**src/rtl/mem_arbiter_if.sv**
```systemverilog
// Memory-controller bus between the arbiter and the downstream controller.
//   master (arbiter)   : drives mc_req/mc_addr/mc_wdata/mc_type/mc_is_if,
//                        samples mc_busy/mc_done/mc_rdata
//   slave  (controller): the mirror image
// mc_req is held with stable payload until an edge with mc_busy=0;
// mc_done is a one-cycle completion pulse carrying mc_rdata.
interface mem_arbiter_if;
    logic        mc_req;
    logic [31:0] mc_addr;
    logic [31:0] mc_wdata;
    logic [3:0]  mc_type;
    logic        mc_is_if;
    logic        mc_busy;
    logic        mc_done;
    logic [31:0] mc_rdata;

    modport master (
        output mc_req, mc_addr, mc_wdata, mc_type, mc_is_if,
        input  mc_busy, mc_done, mc_rdata
    );

    modport slave (
        input  mc_req, mc_addr, mc_wdata, mc_type, mc_is_if,
        output mc_busy, mc_done, mc_rdata
    );
endinterface

```
**src/rtl/mem_arbiter.sv**
```systemverilog
// Two-requester memory arbiter: instruction fetch (IF) and load/store (LS)
// share one memory controller. Each requester owns a single pending slot;
// LS has priority, but after STARVE_LIMIT consecutive LS grants taken while
// an IF request waits, the IF request wins. flush cancels pending and
// in-flight fetches and never touches LS traffic.
// Ports:
//   clk, rst          : clock, asynchronous active-low reset
//   if_*              : fetch request in, ready/done/pc/inst out
//   flush             : cancel fetches
//   ls_*              : load/store request in, ready/done/rdata out
//   mc                : memory-controller bus (master side)
//   arb_busy          : high whenever a transaction is outstanding
module mem_arbiter #(
    parameter int STARVE_LIMIT = 3
) (
    input  logic                 clk,
    input  logic                 rst,
    input  logic                 if_req,
    input  logic [31:0]          if_addr,
    output logic                 if_ready,
    output logic                 if_done,
    output logic [31:0]          if_pc,
    output logic [31:0]          if_inst,
    input  logic                 flush,
    input  logic                 ls_req,
    input  logic [31:0]          ls_addr,
    input  logic [31:0]          ls_wdata,
    input  logic [3:0]           ls_type,
    output logic                 ls_ready,
    output logic                 ls_done,
    output logic [31:0]          ls_rdata,
    mem_arbiter_if.master        mc,
    output logic                 arb_busy
);
    typedef enum logic [1:0] {S_IDLE, S_ISSUE, S_WAIT, S_DROP} state_t;

    localparam logic [1:0] STARVE_MAX = 2'(STARVE_LIMIT);

    state_t      state_q, state_d;
    logic        if_valid_q, if_valid_d;
    logic [31:0] if_addr_q, if_addr_d;
    logic        ls_valid_q, ls_valid_d;
    logic [31:0] ls_addr_q, ls_addr_d;
    logic [31:0] ls_wdata_q, ls_wdata_d;
    logic [3:0]  ls_type_q, ls_type_d;
    logic [1:0]  starve_q, starve_d;
    logic        mc_req_q, mc_req_d;
    logic [31:0] mc_addr_q, mc_addr_d;
    logic [31:0] mc_wdata_q, mc_wdata_d;
    logic [3:0]  mc_type_q, mc_type_d;
    logic        mc_is_if_q, mc_is_if_d;
    logic        if_done_q, if_done_d;
    logic [31:0] if_pc_q, if_pc_d;
    logic [31:0] if_inst_q, if_inst_d;
    logic        ls_done_q, ls_done_d;
    logic [31:0] ls_rdata_q, ls_rdata_d;
    logic        if_cand;
    logic        pick_if;

    always_comb begin
        state_d    = state_q;
        if_valid_d = if_valid_q;
        if_addr_d  = if_addr_q;
        ls_valid_d = ls_valid_q;
        ls_addr_d  = ls_addr_q;
        ls_wdata_d = ls_wdata_q;
        ls_type_d  = ls_type_q;
        starve_d   = starve_q;
        mc_req_d   = mc_req_q;
        mc_addr_d  = mc_addr_q;
        mc_wdata_d = mc_wdata_q;
        mc_type_d  = mc_type_q;
        mc_is_if_d = mc_is_if_q;
        if_done_d  = 1'b0;
        if_pc_d    = if_pc_q;
        if_inst_d  = if_inst_q;
        ls_done_d  = 1'b0;
        ls_rdata_d = ls_rdata_q;

        // A fetch flushed at this very edge is no longer a candidate.
        if_cand = if_valid_q && !flush;
        pick_if = if_cand && (!ls_valid_q || starve_q == STARVE_MAX);

        // Slot fill; only possible while the slot is empty, so it never
        // collides with the selection below, which needs a full slot.
        if (!if_valid_q && if_req && !flush) begin
            if_valid_d = 1'b1;
            if_addr_d  = if_addr;
        end
        if (!ls_valid_q && ls_req) begin
            ls_valid_d = 1'b1;
            ls_addr_d  = ls_addr;
            ls_wdata_d = ls_wdata;
            ls_type_d  = ls_type;
        end

        case (state_q)
            S_IDLE: begin
                if (if_cand || ls_valid_q) begin
                    mc_req_d = 1'b1;
                    state_d  = S_ISSUE;
                    if (pick_if) begin
                        if_valid_d = 1'b0;
                        starve_d   = 2'd0;
                        mc_addr_d  = if_addr_q;
                        mc_wdata_d = 32'd0;
                        mc_type_d  = 4'd0;
                        mc_is_if_d = 1'b1;
                    end else begin
                        ls_valid_d = 1'b0;
                        mc_addr_d  = ls_addr_q;
                        mc_wdata_d = ls_wdata_q;
                        mc_type_d  = ls_type_q;
                        mc_is_if_d = 1'b0;
                        if (if_cand && starve_q != 2'd3)
                            starve_d = starve_q + 2'd1;
                    end
                end
            end
            S_ISSUE: begin
                if (mc_is_if_q && flush) begin
                    mc_req_d = 1'b0;
                    // If the controller took the request on this same edge
                    // a completion is still coming; swallow it in DROP so it
                    // cannot be mistaken for the next transaction's data.
                    state_d  = mc.mc_busy ? S_IDLE : S_DROP;
                end else if (!mc.mc_busy) begin
                    mc_req_d = 1'b0;
                    state_d  = S_WAIT;
                end
            end
            S_WAIT: begin
                if (mc.mc_done) begin
                    state_d = S_IDLE;
                    if (mc_is_if_q) begin
                        if (!flush) begin
                            if_done_d = 1'b1;
                            if_inst_d = mc.mc_rdata;
                            if_pc_d   = mc_addr_q;
                        end
                    end else begin
                        ls_done_d  = 1'b1;
                        ls_rdata_d = mc.mc_rdata;
                    end
                end else if (mc_is_if_q && flush) begin
                    state_d = S_DROP;
                end
            end
            S_DROP: begin
                if (mc.mc_done)
                    state_d = S_IDLE;
            end
            default: state_d = S_IDLE;
        endcase

        if (flush) begin
            if_valid_d = 1'b0;
            starve_d   = 2'd0;
        end
    end

    always_ff @(posedge clk or negedge rst) begin
        if (!rst) begin
            state_q    <= S_IDLE;
            if_valid_q <= 1'b0;
            if_addr_q  <= 32'd0;
            ls_valid_q <= 1'b0;
            ls_addr_q  <= 32'd0;
            ls_wdata_q <= 32'd0;
            ls_type_q  <= 4'd0;
            starve_q   <= 2'd0;
            mc_req_q   <= 1'b0;
            mc_addr_q  <= 32'd0;
            mc_wdata_q <= 32'd0;
            mc_type_q  <= 4'd0;
            mc_is_if_q <= 1'b0;
            if_done_q  <= 1'b0;
            if_pc_q    <= 32'd0;
            if_inst_q  <= 32'd0;
            ls_done_q  <= 1'b0;
            ls_rdata_q <= 32'd0;
        end else begin
            state_q    <= state_d;
            if_valid_q <= if_valid_d;
            if_addr_q  <= if_addr_d;
            ls_valid_q <= ls_valid_d;
            ls_addr_q  <= ls_addr_d;
            ls_wdata_q <= ls_wdata_d;
            ls_type_q  <= ls_type_d;
            starve_q   <= starve_d;
            mc_req_q   <= mc_req_d;
            mc_addr_q  <= mc_addr_d;
            mc_wdata_q <= mc_wdata_d;
            mc_type_q  <= mc_type_d;
            mc_is_if_q <= mc_is_if_d;
            if_done_q  <= if_done_d;
            if_pc_q    <= if_pc_d;
            if_inst_q  <= if_inst_d;
            ls_done_q  <= ls_done_d;
            ls_rdata_q <= ls_rdata_d;
        end
    end

    assign if_ready    = !if_valid_q;
    assign ls_ready    = !ls_valid_q;
    assign if_done     = if_done_q;
    assign if_pc       = if_pc_q;
    assign if_inst     = if_inst_q;
    assign ls_done     = ls_done_q;
    assign ls_rdata    = ls_rdata_q;
    assign arb_busy    = (state_q != S_IDLE);
    assign mc.mc_req   = mc_req_q;
    assign mc.mc_addr  = mc_addr_q;
    assign mc.mc_wdata = mc_wdata_q;
    assign mc.mc_type  = mc_type_q;
    assign mc.mc_is_if = mc_is_if_q;
endmodule

```
**src/flat_wrapper.sv**
```systemverilog
// flat-port wrapper written by rule: the top's interface ports become plain ports
module mem_arbiter_flat 
#(
    parameter int STARVE_LIMIT = 3
)
  (clk, rst, if_req, if_addr, if_ready, if_done, if_pc, if_inst, flush, ls_req, ls_addr, ls_wdata, ls_type, ls_ready, ls_done, ls_rdata, arb_busy, mc_mc_req, mc_mc_addr, mc_mc_wdata, mc_mc_type, mc_mc_is_if, mc_mc_busy, mc_mc_done, mc_mc_rdata);
  mem_arbiter_if mc_i ();
  input  logic clk;
  input  logic rst;
  input  logic if_req;
  input  logic [31:0] if_addr;
  output logic if_ready;
  output logic if_done;
  output logic [31:0] if_pc;
  output logic [31:0] if_inst;
  input  logic flush;
  input  logic ls_req;
  input  logic [31:0] ls_addr;
  input  logic [31:0] ls_wdata;
  input  logic [3:0] ls_type;
  output logic ls_ready;
  output logic ls_done;
  output logic [31:0] ls_rdata;
  output logic arb_busy;
  output wire logic [$bits(mc_i.mc_req)-1:0] mc_mc_req;
  output wire logic [$bits(mc_i.mc_addr)-1:0] mc_mc_addr;
  output wire logic [$bits(mc_i.mc_wdata)-1:0] mc_mc_wdata;
  output wire logic [$bits(mc_i.mc_type)-1:0] mc_mc_type;
  output wire logic [$bits(mc_i.mc_is_if)-1:0] mc_mc_is_if;
  input wire logic [$bits(mc_i.mc_busy)-1:0] mc_mc_busy;
  input wire logic [$bits(mc_i.mc_done)-1:0] mc_mc_done;
  input wire logic [$bits(mc_i.mc_rdata)-1:0] mc_mc_rdata;
  assign mc_mc_req = mc_i.mc_req;
  assign mc_mc_addr = mc_i.mc_addr;
  assign mc_mc_wdata = mc_i.mc_wdata;
  assign mc_mc_type = mc_i.mc_type;
  assign mc_mc_is_if = mc_i.mc_is_if;
  assign mc_i.mc_busy = mc_mc_busy;
  assign mc_i.mc_done = mc_mc_done;
  assign mc_i.mc_rdata = mc_mc_rdata;
  mem_arbiter #(.STARVE_LIMIT(STARVE_LIMIT)) u_core (.clk(clk), .rst(rst), .if_req(if_req), .if_addr(if_addr), .if_ready(if_ready), .if_done(if_done), .if_pc(if_pc), .if_inst(if_inst), .flush(flush), .ls_req(ls_req), .ls_addr(ls_addr), .ls_wdata(ls_wdata), .ls_type(ls_type), .ls_ready(ls_ready), .ls_done(ls_done), .ls_rdata(ls_rdata), .mc(mc_i), .arb_busy(arb_busy));
endmodule
```
**config.mk**
```make
export PLATFORM = sky130hd
export DESIGN_NAME = mem_arbiter_flat
export DESIGN_NICKNAME = d
export VERILOG_FILES = /design/src/rtl/mem_arbiter_if.sv /design/src/rtl/mem_arbiter.sv /design/src/flat_wrapper.sv
export SDC_FILE = /design/constraint.sdc
export NUM_CORES = 1
export LEC_CHECK = 0
export CAP_MARGIN = 15
export CORE_MARGIN = 2
export CORE_UTILIZATION = 47
export DETAILED_ROUTE_END_ITERATION = 6
export GPL_TIMING_DRIVEN = 1
export PLACE_DENSITY_LB_ADDON = 0.08
export SKIP_LAST_GASP = 1
export SLEW_MARGIN = 20
export SYNTH_ARGS = -nofsm -noshare
export SYNTH_HDL_FRONTEND = slang
export SYNTH_SLANG_ARGS = --single-unit
```
**constraint.sdc**
```tcl
create_clock -name clk -period 2.4 [get_ports clk]
set_clock_uncertainty 0.15 [all_clocks]
set_input_delay 0.48 -clock clk [delete_from_list [all_inputs] [get_ports clk]]
set_output_delay 0.48 -clock clk [all_outputs]
set_load 0.03 [all_outputs]
```
==> results_dict.tcl <==
set metrics [dict create \
    dp_slack_ns 0.0220 \
    arithmetic_cell_share_of_the_synthesized_area_counting_full_adders_half_adders_and_majority_gates_pct 0.119 \
    path_cells "clkdlybuf4s50_1" \
    reg2regPathDepth 4 \
    critical_path_buf_inv_count 1 \
    drv_cap 0 \
    tightest_pin_transition_ns 0.474 \
    global_route_wire_length_before_repair_um 42300 \
    dominant_combinational_cell_family_by_area_after_synthesis "multiplexers" \
    clk_path_buf_depth 3 \
    synth_top_area_cell "sky130_fd_sc_hd__dfrtp_1" \
    placement.io_buffers 309 \
    cts_tree "yes" \
    period_share_pct 95.0 \
    firstDrtPassIters 5 \
    crit_required_ns 1.77 \
    max_freq_mhz 438 \
    synthesis.yosys.warnings 0 \
    cell_types_with_the_highest_counts_after_synthesis "sky130_fd_sc_hd__dfrtp_1 (274), sky130_fd_sc_hd__mux2_2 (194), sky130_fd_sc_hd__a22o_1 (36)" \
    timing.critical_path.to_type "output port" \
    mappedNetlistArea_um2 10500 \
    placed_area_um2 14000 \
    clock_latency_ns 0.52 \
    drt-initial-drc-count 276 \
    power.ir.vdd_worst_mv 0.760 \
    drive_gt1_share_pct 27.4 \
    synth_sequential_area_ratio_pct 65.3 \
    synth_compound_area_share_pct 6.95 \
    fp.dieW_um 153 \
    synth_top_cells_by_area "sky130_fd_sc_hd__dfrtp_1 (65%), sky130_fd_sc_hd__mux2_2 (21%), sky130_fd_sc_hd__a221o_1 (3.1%)" \
    floorplan.die_area_um2 23600 \
    number_of_antenna_violations_at_the_first_check_in_global_routing 2 \
    avgViaCountPerCell 5.45 \
    drcViolationCount 0 \
    floorplan.rows 54 \
    synth_enable_flop_cells 0 \
    floorplan.core_area_um2 21900 \
    syn-mean-instance-area_um2 16.0 \
    cts.clk_slew.worst_paths_ns 0.06 \
    layout.nets 1114 \
    cts.htree.levels 1 \
    post_dr_wirelength_cell_um 20.8 \
    worstSetupStartpoint "u_core.mc.mc_addr[30]$_DFFE_PN0P_" \
    synth_top_area_share_pct 65.3 \
    critical-path-max-stage-delay_ns 0.72 \
    ios 310 \
    design_area_um2 15000 \
    ys_ff_latch 274 \
    cts_inserted_buffers 28 \
    route.antenna.remaining_nets 0 \
    yosys.cell_count.top_type "sky130_fd_sc_hd__dfrtp_1" \
    reg2reg_from "u_core.state_q[0]$_DFFE_PN0P_" \
    cts_num_sinks 274 \
    start_util_pct 48.0 \
    route.vias.total 6954 \
    final_hold_viol_count 0 \
    cp_slowest_cell "sky130_fd_sc_hd__clkdlybuf4s50_1" \
    gr-usage-all-layers_pct 22.3 \
    gpl.final_weighted_congestion 0.823 \
    cp_top_family "buffers and inverters" \
    detailed_place_hpwl_um 18000 \
    power.total_uw 21800 \
    worstSetupPathDepth 1 \
    timing.critical_path.arrival_ns 1.65 \
    timing.hold.worst.class "in2async" \
    filler_cell_count 1538 \
    cp-start-kind "register" \
    synth_async_sr_flop_share_pct 100 \
    clock_tree.root_cell "sky130_fd_sc_hd__clkbuf_16" \
    postSynth.topFlopCell "sky130_fd_sc_hd__dfrtp_1" \
    grt_start_max_net_pins 90 \
    synth.net_count 796 \
    syn_inst 656 \
    routed_wirelength_um 26500 \
    grt.overflow.total 0 \
    synth.mux.area_fraction_pct 21.0 \
    synth.lib_cells_used.distinct 31 \
    rsz_0062_raised_after_global_routing "false" \
    worstSetupPathType "reg2out" \
    p_leak_uw 0.00653 \
    synthToLayoutAreaGrowth_pct 42.5 \
    first_global_vias 7478 \
    post_synth_and_or_nand_nor_area_fraction_pct 3.93 \
    cp_max_fo 3 \
    slew_viol_final 0 \
    status "finished, final reports clean" \
    setup_ws_ns 0.119 \
    die_y_um 153 \
    p_per_area_nw_per_um2 1460 \
    synth_xor_area_share_pct 0 \
    period_minus_slack_ns 2.28 \
    max_slew_headroom_pct 68.4 \
    setup_tns_ns 0 \
    finalSetupViolCount 0 \
]
-- stage by stage --
| step | utilization, % | cells | hold slack [ns] |
|---|---|---|---|
| final | 68.3 | 1276 | 0.199 |
| after global routing | 68.3 | 1276 | 0.191 |
| after CTS | 68.3 | 1274 | 0.185 |
| after detailed placement | 64.0 | 1223 | 0.151 |
| after global placement | 64.0 | 1223 | 0.151 |
| after floorplan | - | 656 | 0.0344 |
-- where the power goes --
part,leakage (uW),internal (uW),switching [uW]
registers,0.00341,6680,1240
clock network,0.000466,2680,1750
logic,0.00265,4480,5010
-- layout make-up --
| class | count | area (um^2) | share of cell area, % |
|---|---|---|---|
| diodes | 2 | 5.00 | 0.0335 |
| clock buffers | 40 | 817 | 5.46 |
| clock inverters | 10 | 128 | 0.853 |
| inverters | 5 | 18.8 | 0.125 |
| multi-input cells | 331 | 3400 | 22.7 |
| flip-flops and latches | 274 | 6860 | 45.8 |
| well taps | 280 | 350 | 2.34 |
| repair buffers | 334 | 3380 | 22.6 |
-- flip-flops by register name, indices dropped and copies added (netlist names), 2 cells and up --
signal and flops:
u_core.if_addr_q 32, u_core.if_inst 32, u_core.if_pc 32, u_core.ls_addr_q 32, u_core.ls_rdata 32, u_core.ls_wdata_q 32, u_core.mc.mc_addr 32, u_core.mc.mc_wdata 32
u_core.ls_type_q 4, u_core.mc.mc_type 4, u_core.starve_q 2, u_core.state_q 2
-- path summary, 6_finish.rpt --
kind                                                      endpoint  slack [ns]
worst max-delay path                                mc_mc_addr[30]        0.12
worst min-delay path            u_core.mc.mc_wdata[16]$_DFFE_PN0P_        0.20
worst max register to register        u_core.if_pc[21]$_DFFE_PN0P_        0.40
worst min register to register         u_core.if_pc[7]$_DFFE_PN0P_        0.34
max in group asynchronous             u_core.if_pc[20]$_DFFE_PN0P_        1.20
min in group clk                       u_core.if_pc[7]$_DFFE_PN0P_        0.34
-- routing by layer --
metal	up-vias	GRT usage [%]	wire length [um]
met5	-	0	0
met4	0	6.68	729
met3	50	5.25	1650
met2	239	37.1	13000
met1	3593	29.5	11200
li1	3072	-	-
-- cell usage in the layout (no fill, tap or decap), types with 2 or more instances in the layout --
cell type                           n
sky130_fd_sc_hd__a21oi_1            6
sky130_fd_sc_hd__a221o_1           32
sky130_fd_sc_hd__a22o_1            36
sky130_fd_sc_hd__and3_1             2
sky130_fd_sc_hd__and4_1            32
sky130_fd_sc_hd__buf_12             8
sky130_fd_sc_hd__buf_4             16
sky130_fd_sc_hd__bufinv_16          3
sky130_fd_sc_hd__clkbuf_1           6
sky130_fd_sc_hd__clkbuf_16         29
sky130_fd_sc_hd__clkbuf_8           5
sky130_fd_sc_hd__clkdlybuf4s50_1  305
sky130_fd_sc_hd__clkinv_2           6
sky130_fd_sc_hd__dfrtp_1          274
sky130_fd_sc_hd__diode_2            2
sky130_fd_sc_hd__dlygate4sd2_1      3
sky130_fd_sc_hd__inv_1              4
sky130_fd_sc_hd__mux2_1             2
sky130_fd_sc_hd__mux2_2           194
sky130_fd_sc_hd__nand2b_1           3
sky130_fd_sc_hd__nor2_1             4
sky130_fd_sc_hd__nor2_4             2
sky130_fd_sc_hd__nor3b_4            2
sky130_fd_sc_hd__o21ai_0            3
sky130_fd_sc_hd__or4_1              2
-- cell families (layout without fill, tap and decap cells) --
family | Yosys count | after routing
other | 0 | 2
AND/OR/NAND/NOR | 52 | 52
AO/OA/AOI/OAI | 82 | 82
flip-flops | 274 | 274
multiplexers | 196 | 196
adder cells (fa/ha/maj) | 1 | 1
buffers and inverters | 51 | 389
-- repair_timing --
item / 4_1_cts / 5_1_grt
endpoints found under the hold margin: 274 / 0
setup endpoints to repair: 3 / 0
hold buffers: 1 / 0
setup buffers: 0 / 0
resized for setup: 3 / 0
Power figures use the tool's default switching activity.
